[src/rtl/mfp_eic_prio_core_pkg.sv]
// Shared constants for the prioritised EIC core: register map, EICR bits,
// sense-mode codes and the sense-unit start-up states.
package mfp_eic_prio_core_pkg;

  localparam int MAX_CH = 128;
  localparam int IDX_W  = 7;

  localparam logic [5:0] ADDR_EICR  = 6'h00;
  localparam logic [5:0] ADDR_EIEOI = 6'h01;

  // Four-word register groups, selected by word address bits [5:2]
  localparam logic [3:0] GRP_EIMSK  = 4'h1;
  localparam logic [3:0] GRP_EIFR   = 4'h2;
  localparam logic [3:0] GRP_EIFRS  = 4'h3;
  localparam logic [3:0] GRP_EIFRC  = 4'h4;
  localparam logic [3:0] GRP_EIISR  = 4'h5;
  localparam logic [3:0] GRP_EIIPR  = 4'h6;
  localparam logic [3:0] GRP_EISMSK = 4'h8;
  localparam logic [1:0] GRP_EIPRIO = 2'h3;

  localparam int EICR_EN   = 0;
  localparam int EICR_NEST = 1;

  typedef enum logic [1:0] {
    SENSE_LOW  = 2'b00,
    SENSE_ANY  = 2'b01,
    SENSE_FALL = 2'b10,
    SENSE_RISE = 2'b11
  } sense_mode_e;

  typedef enum logic [1:0] {
    SENSE_INIT0,
    SENSE_INIT1,
    SENSE_WORK
  } sense_state_e;

endpackage

[src/rtl/mfp_eic_prio_arbiter.sv]
// Combinational priority arbiter: picks the highest-priority eligible channel,
// lowest index on ties, through a balanced log2 compare tree.
module mfp_eic_prio_arbiter
  import mfp_eic_prio_core_pkg::*;
#(
  parameter int CHANNELS  = 64,
  parameter int PRIO_BITS = 2
) (
  input  logic [CHANNELS-1:0]           eligible,
  input  logic [CHANNELS*PRIO_BITS-1:0] prio,
  output logic                          detect,
  output logic [IDX_W-1:0]              index
);

  localparam int LEVELS = $clog2(CHANNELS);
  localparam int LEAVES = 1 << LEVELS;

  typedef struct packed {
    logic                 valid;
    logic [PRIO_BITS-1:0] prio;
    logic [IDX_W-1:0]     idx;
  } node_t;

  for (genvar l = 0; l <= LEVELS; l++) begin : g_lvl
    node_t node [LEAVES >> l];
    for (genvar j = 0; j < (LEAVES >> l); j++) begin : g_node
      if (l == 0) begin : g_leaf
        if (j < CHANNELS) begin : g_real
          assign node[j] = {eligible[j], prio[j*PRIO_BITS +: PRIO_BITS], IDX_W'(j)};
        end else begin : g_pad
          assign node[j] = '0;
        end
      end else begin : g_cmp
        node_t a, b;
        assign a = g_lvl[l-1].node[2*j];
        assign b = g_lvl[l-1].node[2*j+1];
        // Left subtree holds the lower indices, so it keeps ties
        assign node[j] = (b.valid && (!a.valid || (b.prio > a.prio))) ? b : a;
      end
    end
  end

  assign detect = g_lvl[LEVELS].node[0].valid;
  assign index  = g_lvl[LEVELS].node[0].idx;

endmodule

[src/rtl/mfp_eic_prio_core.sv]
// Prioritised external interrupt controller core: sense units, flag/mask/ISR
// registers, registered arbitration and ack/EOI handshake for the CPU EIC port.
module mfp_eic_prio_core
  import mfp_eic_prio_core_pkg::*;
#(
  parameter int CHANNELS       = 64,
  parameter int SENSE_CHANNELS = 8,
  parameter int PRIO_BITS      = 2,
  parameter int ADDR_WIDTH     = 6
) (
  input  logic                  CLK,
  input  logic                  RESET,
  input  logic [CHANNELS-1:0]   signal,
  input  logic [ADDR_WIDTH-1:0] read_addr,
  output logic [31:0]           read_data,
  input  logic [ADDR_WIDTH-1:0] write_addr,
  input  logic [31:0]           write_data,
  input  logic                  write_enable,
  input  logic                  irq_ack,
  output logic [17:1]           EIC_Offset,
  output logic [3:0]            EIC_ShadowSet,
  output logic [7:0]            EIC_Interrupt,
  output logic [5:0]            EIC_Vector,
  output logic                  EIC_Present
);

  localparam int SC = (SENSE_CHANNELS > 0) ? SENSE_CHANNELS : 1;
  localparam int PB = PRIO_BITS;

  sense_state_e sense_state, sense_state_next;
  logic en, nest;
  logic [CHANNELS-1:0] eimsk, eifr, eiisr, eifr_next, eiisr_next;
  logic [CHANNELS-1:0] sensed, pending, eligible, ack_clr, eoi_clr;
  logic [CHANNELS*PB-1:0] prio;
  logic [2*SC-1:0] esmsk;
  logic [SC-1:0] hist0, hist1;
  logic sel_detect, isr_any, ack_valid, eoi_wr;
  logic [IDX_W-1:0] sel_idx, isr_idx, ack_idx;
  logic [PB-1:0] isr_max;
  logic [5:0] waddr, raddr;
  logic [3:0] wgrp, rgrp;
  logic [1:0] wword, rword;
  logic [7:0] eic_next;
  logic [MAX_CH-1:0] msk_pad, flg_pad, isr_pad, ipr_pad, smsk_pad;
  logic [4*MAX_CH-1:0] prio_pad;

  assign waddr = 6'(write_addr);
  assign raddr = 6'(read_addr);
  assign wgrp  = waddr[5:2];
  assign wword = waddr[1:0];
  assign rgrp  = raddr[5:2];
  assign rword = raddr[1:0];

  always_ff @(posedge CLK) begin
    if (RESET) sense_state <= SENSE_INIT0;
    else       sense_state <= sense_state_next;
  end

  always_comb begin
    sense_state_next = SENSE_WORK;
    case (sense_state)
      SENSE_INIT0: sense_state_next = SENSE_INIT1;
      default:     sense_state_next = SENSE_WORK;
    endcase
  end

  // hist1 is the older sample; unsensed channels are level-high
  always_comb begin
    sensed = signal;
    for (int i = 0; i < SENSE_CHANNELS; i++) begin
      if (sense_state != SENSE_WORK) sensed[i] = 1'b0;
      else begin
        case (sense_mode_e'(esmsk[2*i +: 2]))
          SENSE_LOW:  sensed[i] = ~hist1[i] & ~hist0[i];
          SENSE_ANY:  sensed[i] = hist1[i] ^ hist0[i];
          SENSE_FALL: sensed[i] = hist1[i] & ~hist0[i];
          default:    sensed[i] = ~hist1[i] & hist0[i];
        endcase
      end
    end
  end

  mfp_eic_prio_arbiter #(.CHANNELS(CHANNELS), .PRIO_BITS(PB)) u_sel_arb (
    .eligible (eligible),
    .prio     (prio),
    .detect   (sel_detect),
    .index    (sel_idx)
  );

  mfp_eic_prio_arbiter #(.CHANNELS(CHANNELS), .PRIO_BITS(PB)) u_isr_arb (
    .eligible (eiisr),
    .prio     (prio),
    .detect   (isr_any),
    .index    (isr_idx)
  );

  assign isr_max   = prio[isr_idx*PB +: PB];
  assign ack_valid = irq_ack && (EIC_Interrupt != 8'd0);
  assign ack_idx   = EIC_Interrupt[IDX_W-1:0] - IDX_W'(1);
  assign eoi_wr    = write_enable && (waddr == ADDR_EIEOI);

  always_comb begin
    pending    = eifr & ~eiisr & eimsk;
    eligible   = '0;
    ack_clr    = '0;
    eoi_clr    = '0;
    for (int i = 0; i < CHANNELS; i++) begin
      eligible[i] = pending[i] & (~isr_any | (nest & (prio[i*PB +: PB] > isr_max)));
      ack_clr[i]  = ack_valid && (ack_idx == IDX_W'(i));
      eoi_clr[i]  = eoi_wr && isr_any && (isr_idx == IDX_W'(i));
    end
    eiisr_next = (eiisr & ~eoi_clr) | ack_clr;
    eic_next   = (en && sel_detect && !ack_valid) ? 8'(sel_idx) + 8'd1 : 8'd0;
  end

  // Software flag writes override hardware events on the bits they address
  always_comb begin
    eifr_next = (eifr & ~ack_clr) | (eimsk & sensed);
    for (int i = 0; i < CHANNELS; i++) begin
      if (write_enable && (wword == 2'(i/32))) begin
        if (wgrp == GRP_EIFR)                          eifr_next[i] = write_data[i%32];
        if ((wgrp == GRP_EIFRS) && write_data[i%32])   eifr_next[i] = 1'b1;
        if ((wgrp == GRP_EIFRC) && write_data[i%32])   eifr_next[i] = 1'b0;
      end
    end
  end

  always_ff @(posedge CLK) begin
    if (RESET) begin
      en            <= 1'b0;
      nest          <= 1'b0;
      eimsk         <= '0;
      eifr          <= '0;
      eiisr         <= '0;
      prio          <= '0;
      esmsk         <= '0;
      hist0         <= '0;
      hist1         <= '0;
      EIC_Interrupt <= 8'd0;
    end else begin
      eifr          <= eifr_next;
      eiisr         <= eiisr_next;
      EIC_Interrupt <= eic_next;
      hist0         <= signal[SC-1:0];
      hist1         <= hist0;
      if (write_enable) begin
        if (waddr == ADDR_EICR) begin
          en   <= write_data[EICR_EN];
          nest <= write_data[EICR_NEST];
        end
        for (int i = 0; i < CHANNELS; i++) begin
          if ((wgrp == GRP_EIMSK) && (wword == 2'(i/32)))
            eimsk[i] <= write_data[i%32];
          if ((waddr[5:4] == GRP_EIPRIO) && (waddr[3:0] == 4'(i/8)))
            prio[i*PB +: PB] <= write_data[(i%8)*4 +: PB];
        end
        for (int i = 0; i < SENSE_CHANNELS; i++) begin
          if ((wgrp == GRP_EISMSK) && (wword == 2'(i/16)))
            esmsk[2*i +: 2] <= write_data[(i%16)*2 +: 2];
        end
      end
    end
  end

  assign msk_pad  = MAX_CH'(eimsk);
  assign flg_pad  = MAX_CH'(eifr);
  assign isr_pad  = MAX_CH'(eiisr);
  assign ipr_pad  = MAX_CH'(signal);
  assign smsk_pad = (SENSE_CHANNELS > 0) ? MAX_CH'(esmsk) : '0;

  always_comb begin
    prio_pad = '0;
    for (int i = 0; i < CHANNELS; i++) prio_pad[4*i +: 4] = 4'(prio[i*PB +: PB]);
    read_data = 32'd0;
    case (rgrp)
      4'h0:       read_data = (raddr == ADDR_EICR) ? {30'd0, nest, en} : 32'd0;
      GRP_EIMSK:  read_data = msk_pad[32*rword +: 32];
      GRP_EIFR:   read_data = flg_pad[32*rword +: 32];
      GRP_EIISR:  read_data = isr_pad[32*rword +: 32];
      GRP_EIIPR:  read_data = ipr_pad[32*rword +: 32];
      GRP_EISMSK: read_data = smsk_pad[32*rword +: 32];
      default: begin
        if (raddr[5:4] == GRP_EIPRIO) read_data = prio_pad[32*raddr[3:0] +: 32];
      end
    endcase
  end

  assign EIC_Offset    = '0;
  assign EIC_ShadowSet = '0;
  assign EIC_Vector    = EIC_Interrupt[5:0];
  assign EIC_Present   = en;

endmodule
[config.mk]
export PLATFORM = sky130hd
export DESIGN_NAME = mfp_eic_prio_core
export DESIGN_NICKNAME = d
export VERILOG_FILES = /design/src/rtl/mfp_eic_prio_core_pkg.sv /design/src/rtl/mfp_eic_prio_arbiter.sv /design/src/rtl/mfp_eic_prio_core.sv
export SDC_FILE = /design/constraint.sdc
export NUM_CORES = 2
export LEC_CHECK = 0
export ABC_AREA = 0
export BUFFER_PORTS_ARGS = -buffer_cell sky130_fd_sc_hd__buf_4
export CORE_MARGIN = 2
export CORE_UTILIZATION = 29
export DETAILED_ROUTE_END_ITERATION = 10
export PLACE_DENSITY = 0.47
export REMOVE_ABC_BUFFERS = 1
export SLEW_MARGIN = 0
export SYNTH_ARGS = -nofsm -noshare
export SYNTH_HDL_FRONTEND = slang
export SYNTH_HIERARCHICAL = 1
export SYNTH_SLANG_ARGS = --single-unit
[constraint.sdc]
create_clock -name CLK -period 27.2 [get_ports CLK]
set_input_delay 4.08 -clock CLK [delete_from_list [all_inputs] [get_ports CLK]]
set_output_delay 4.08 -clock CLK [all_outputs]
set_load 0.005 [all_outputs]
==> flow_summary.ini <==
[logic_synthesis]
synth-simple-area-share_pct = 19.86
synth-compound-area-share_pct = 23.83
synth_area_per_cell_um2 = 7.945
ys_ff_latch = 364
synth_area_um2 = 35800
synth_cell_types = 98
yosysTopAreaCell = dfxtp_1
ys_warn_count = 6
synth.area.mux_share_pct = 14.91
yosysMostFrequentCell = nand2_1
synth_top_family_by_area = compound AO/OA/AOI/OAI gates
synth.top_cell.area_share_pct = 20.35
synth_edf_count = 0
syn_inst = 4506
postSynth.asyncResetShare_pct = 0
synth_flop_cell = dfxtp_1
seq_area_frac_synth_pct = 20.35
synth.area.top_cells = dfxtp_1, ha_1, mux2i_1, nand2_1, nor2_1
synth-xor-area-share_pct = 0.3670
synth-adder-area-share_pct = 13.59
yosys-top-cells-count = nand2_1, nor2_1, ha_1

[power]
ir_worst_vdd_mv = 0.04374
clockPowerShare_pct = 50.9
p_leak_nw = 15.78
combPwrFrac_pct = 8.6
p_total_mw = 1.336
power_density_nw_per_um2 = 33.09
p_switching_uw = 377.5
sw_frac_of_total_pct = 28.26
p_int_uw = 958.4
seqPwrFrac_pct = 40.5

[finish]
nFillCells = 12960
stdcell_area_um2 = 40380
area_delta_synth_final_pct = 12.78
fin_nets = 5065
fin_cells = 6225
final_layout_size_suffix_gt1_share_pct = 12.14

[flow_run]
maxCapViolations = 0

[placement]
place.gp.congestion = 1.006
dp_cells = 6139
placed_area_um2 = 38780
io_buffers = 158
hpwlAfterDp_um = 131400

[global_routing]
grt_usage_pct = 27.25
grt_pass1_vias = 33290
grt_pass1_wl_um = 250200
antenna_found_initial = 19
grt_max_degree = 184
grt-ovfl-total = 0

[clock_network]
clockRootBuffer = clkbuf_16
max-clock-path-buffers = 3
numCtsBuffers = 48
path_clk_slew_ps = 60
clock-sinks = 364
cts_resized = 0
cts_tree = yes
post_cts_buffers = 0
cts_max_level = 2
clk_latency_ps = 680
postCtsHoldBufs = 0

[die]
core_area_um2 = 122200
die_h_um = 355.4
design.die.area_um2 = 126300
rows = 128
start_util_pct = 29.30
die_x_um = 355.4
pin_count = 180

[route]
drtPass1Iterations = 6
wl_um = 178800
drt_iter0_drc = 4214
wl_per_cell_um = 28.72
num_vias = 36580
viasPerCell = 5.876
drtAntennaViolNets = 0
drc = 0

[timing]
worst_slew_pin_slew_ps = 1270
slew_headroom_pct = 14.70
finalHoldViolCount = 0
rsz0062_at_grt = false
maxSlewViolCount = 0
tns_ps = 0
finalSetupViolCount = 0
fmax_ghz = 0.04163
whs_ps = 438.4
period_minus_slack_ps = 24020
fin_skew_ps = 36.44
fin_crit_sh_pct = 88.31

[status]
outcome = completed

[min_path]
hold_class = register to register

[worst_setup_path]
crit_slowest_cell = a211oi_1
endpoint_kind = register
start_kind = register
path_class = register to register
crit_required_ps = 27750
crit_top_cell = ha_1
arrival_ps = 24570
critical_path.max_stage_delay_ps = 730
path_max_fanout = 50
==> cell families (layout without fill, tap and decap cells) <==
logic type,count (synthesis),in the layout
fa+ha+maj,389,389
other cells,3,26
buf+inv,620,691
flops,364,364
xor+xnor,15,15
mux,458,458
simple gates,1492,1492
compound gates,1165,1165
==> final timing paths <==
| path | slack (ps) | end | start | cells after the start |
|---|---|---|---|---|
| hold / removal | 440 | sense_state[0] | sense_state[1] | 1 |
| setup / recovery | 3180 | EIC_Interrupt[4] | prio[93] | 88 |
| setup reg to reg | 3180 | EIC_Interrupt[4] | prio[93] | 88 |
| hold reg to reg | 440 | sense_state[0] | sense_state[1] | 1 |
==> power groups by stage <==
stage / Sequential (mW) / Clock, mW / Combinational, mW
global placement: 0.553 / 0 / 0.111
finish: 0.541 / 0.680 / 0.114
floorplan: 0.551 / 0 / 0.0389
detailed placement: 0.553 / 0 / 0.111
global route: 0.542 / 0.706 / 0.120
CTS: 0.541 / 0.690 / 0.111
==> state kept, by name, indices dropped and copies added, names as in the netlist <==
name           count
esmsk             16
prio             128
eimsk             64
EIC_Interrupt      8
EIC_Present        1
eifr              64
nest               1
hist0              8
eiisr             64
hist1              8
sense_state        2
==> layout make-up <==
type	instances	area (µm²)	share of cell area, %
diodes	3	7.507	0.01859
flip-flops and latches	364	7291	18.06
inverters	366	1374	3.402
multi-input cells	3542	26240	64.98
clock inverters	18	240.2	0.5949
repair buffers	242	1841	4.558
clock buffers	65	1355	3.356
well taps	1625	2033	5.035
==> critical path, delay by kind of cell (launching register included) <==
kind            cells  cell delay [ps]
mux                 4             1780
fa+ha+maj          13             4040
simple gates       21             3010
buf+inv             9             2230
compound gates     40            11940
flops               1              680
xor+xnor            1              150
==> per-layer routing <==
metal	track usage, %	wire (µm)
met5	0	85
met4	11.60	8306
met3	6.108	17260
met2	39.98	73900
met1	38.03	79210
==> metrics by stage <==
| step | setup WS, ps | util [%] |
|---|---|---|
| finish | 3180 | 33.04 |
| floorplan | 4460 | - |
| global placement | 3789 | 31.73 |
| CTS | 3744 | 33.04 |
| detailed placement | 3832 | 31.73 |
| global route | 2117 | 33.04 |
==> cell usage in the layout (no fill, tap or decap), types with 25 or more instances in the layout <==
cell	instances
clkbuf_16	48
nand2_1	571
inv_1	358
a211oi_1	129
buf_4	239
a221oi_1	62
mux4_2	58
nor2_1	391
or2_2	30
a22oi_1	113
nor3_1	53
mux2i_1	378
ha_1	389
o21ai_0	206
dfxtp_1	363
a21oi_1	227
nor2b_1	226
o211ai_1	84
nand3_1	62
nand3b_1	25
Power figures use the tool's default switching activity.
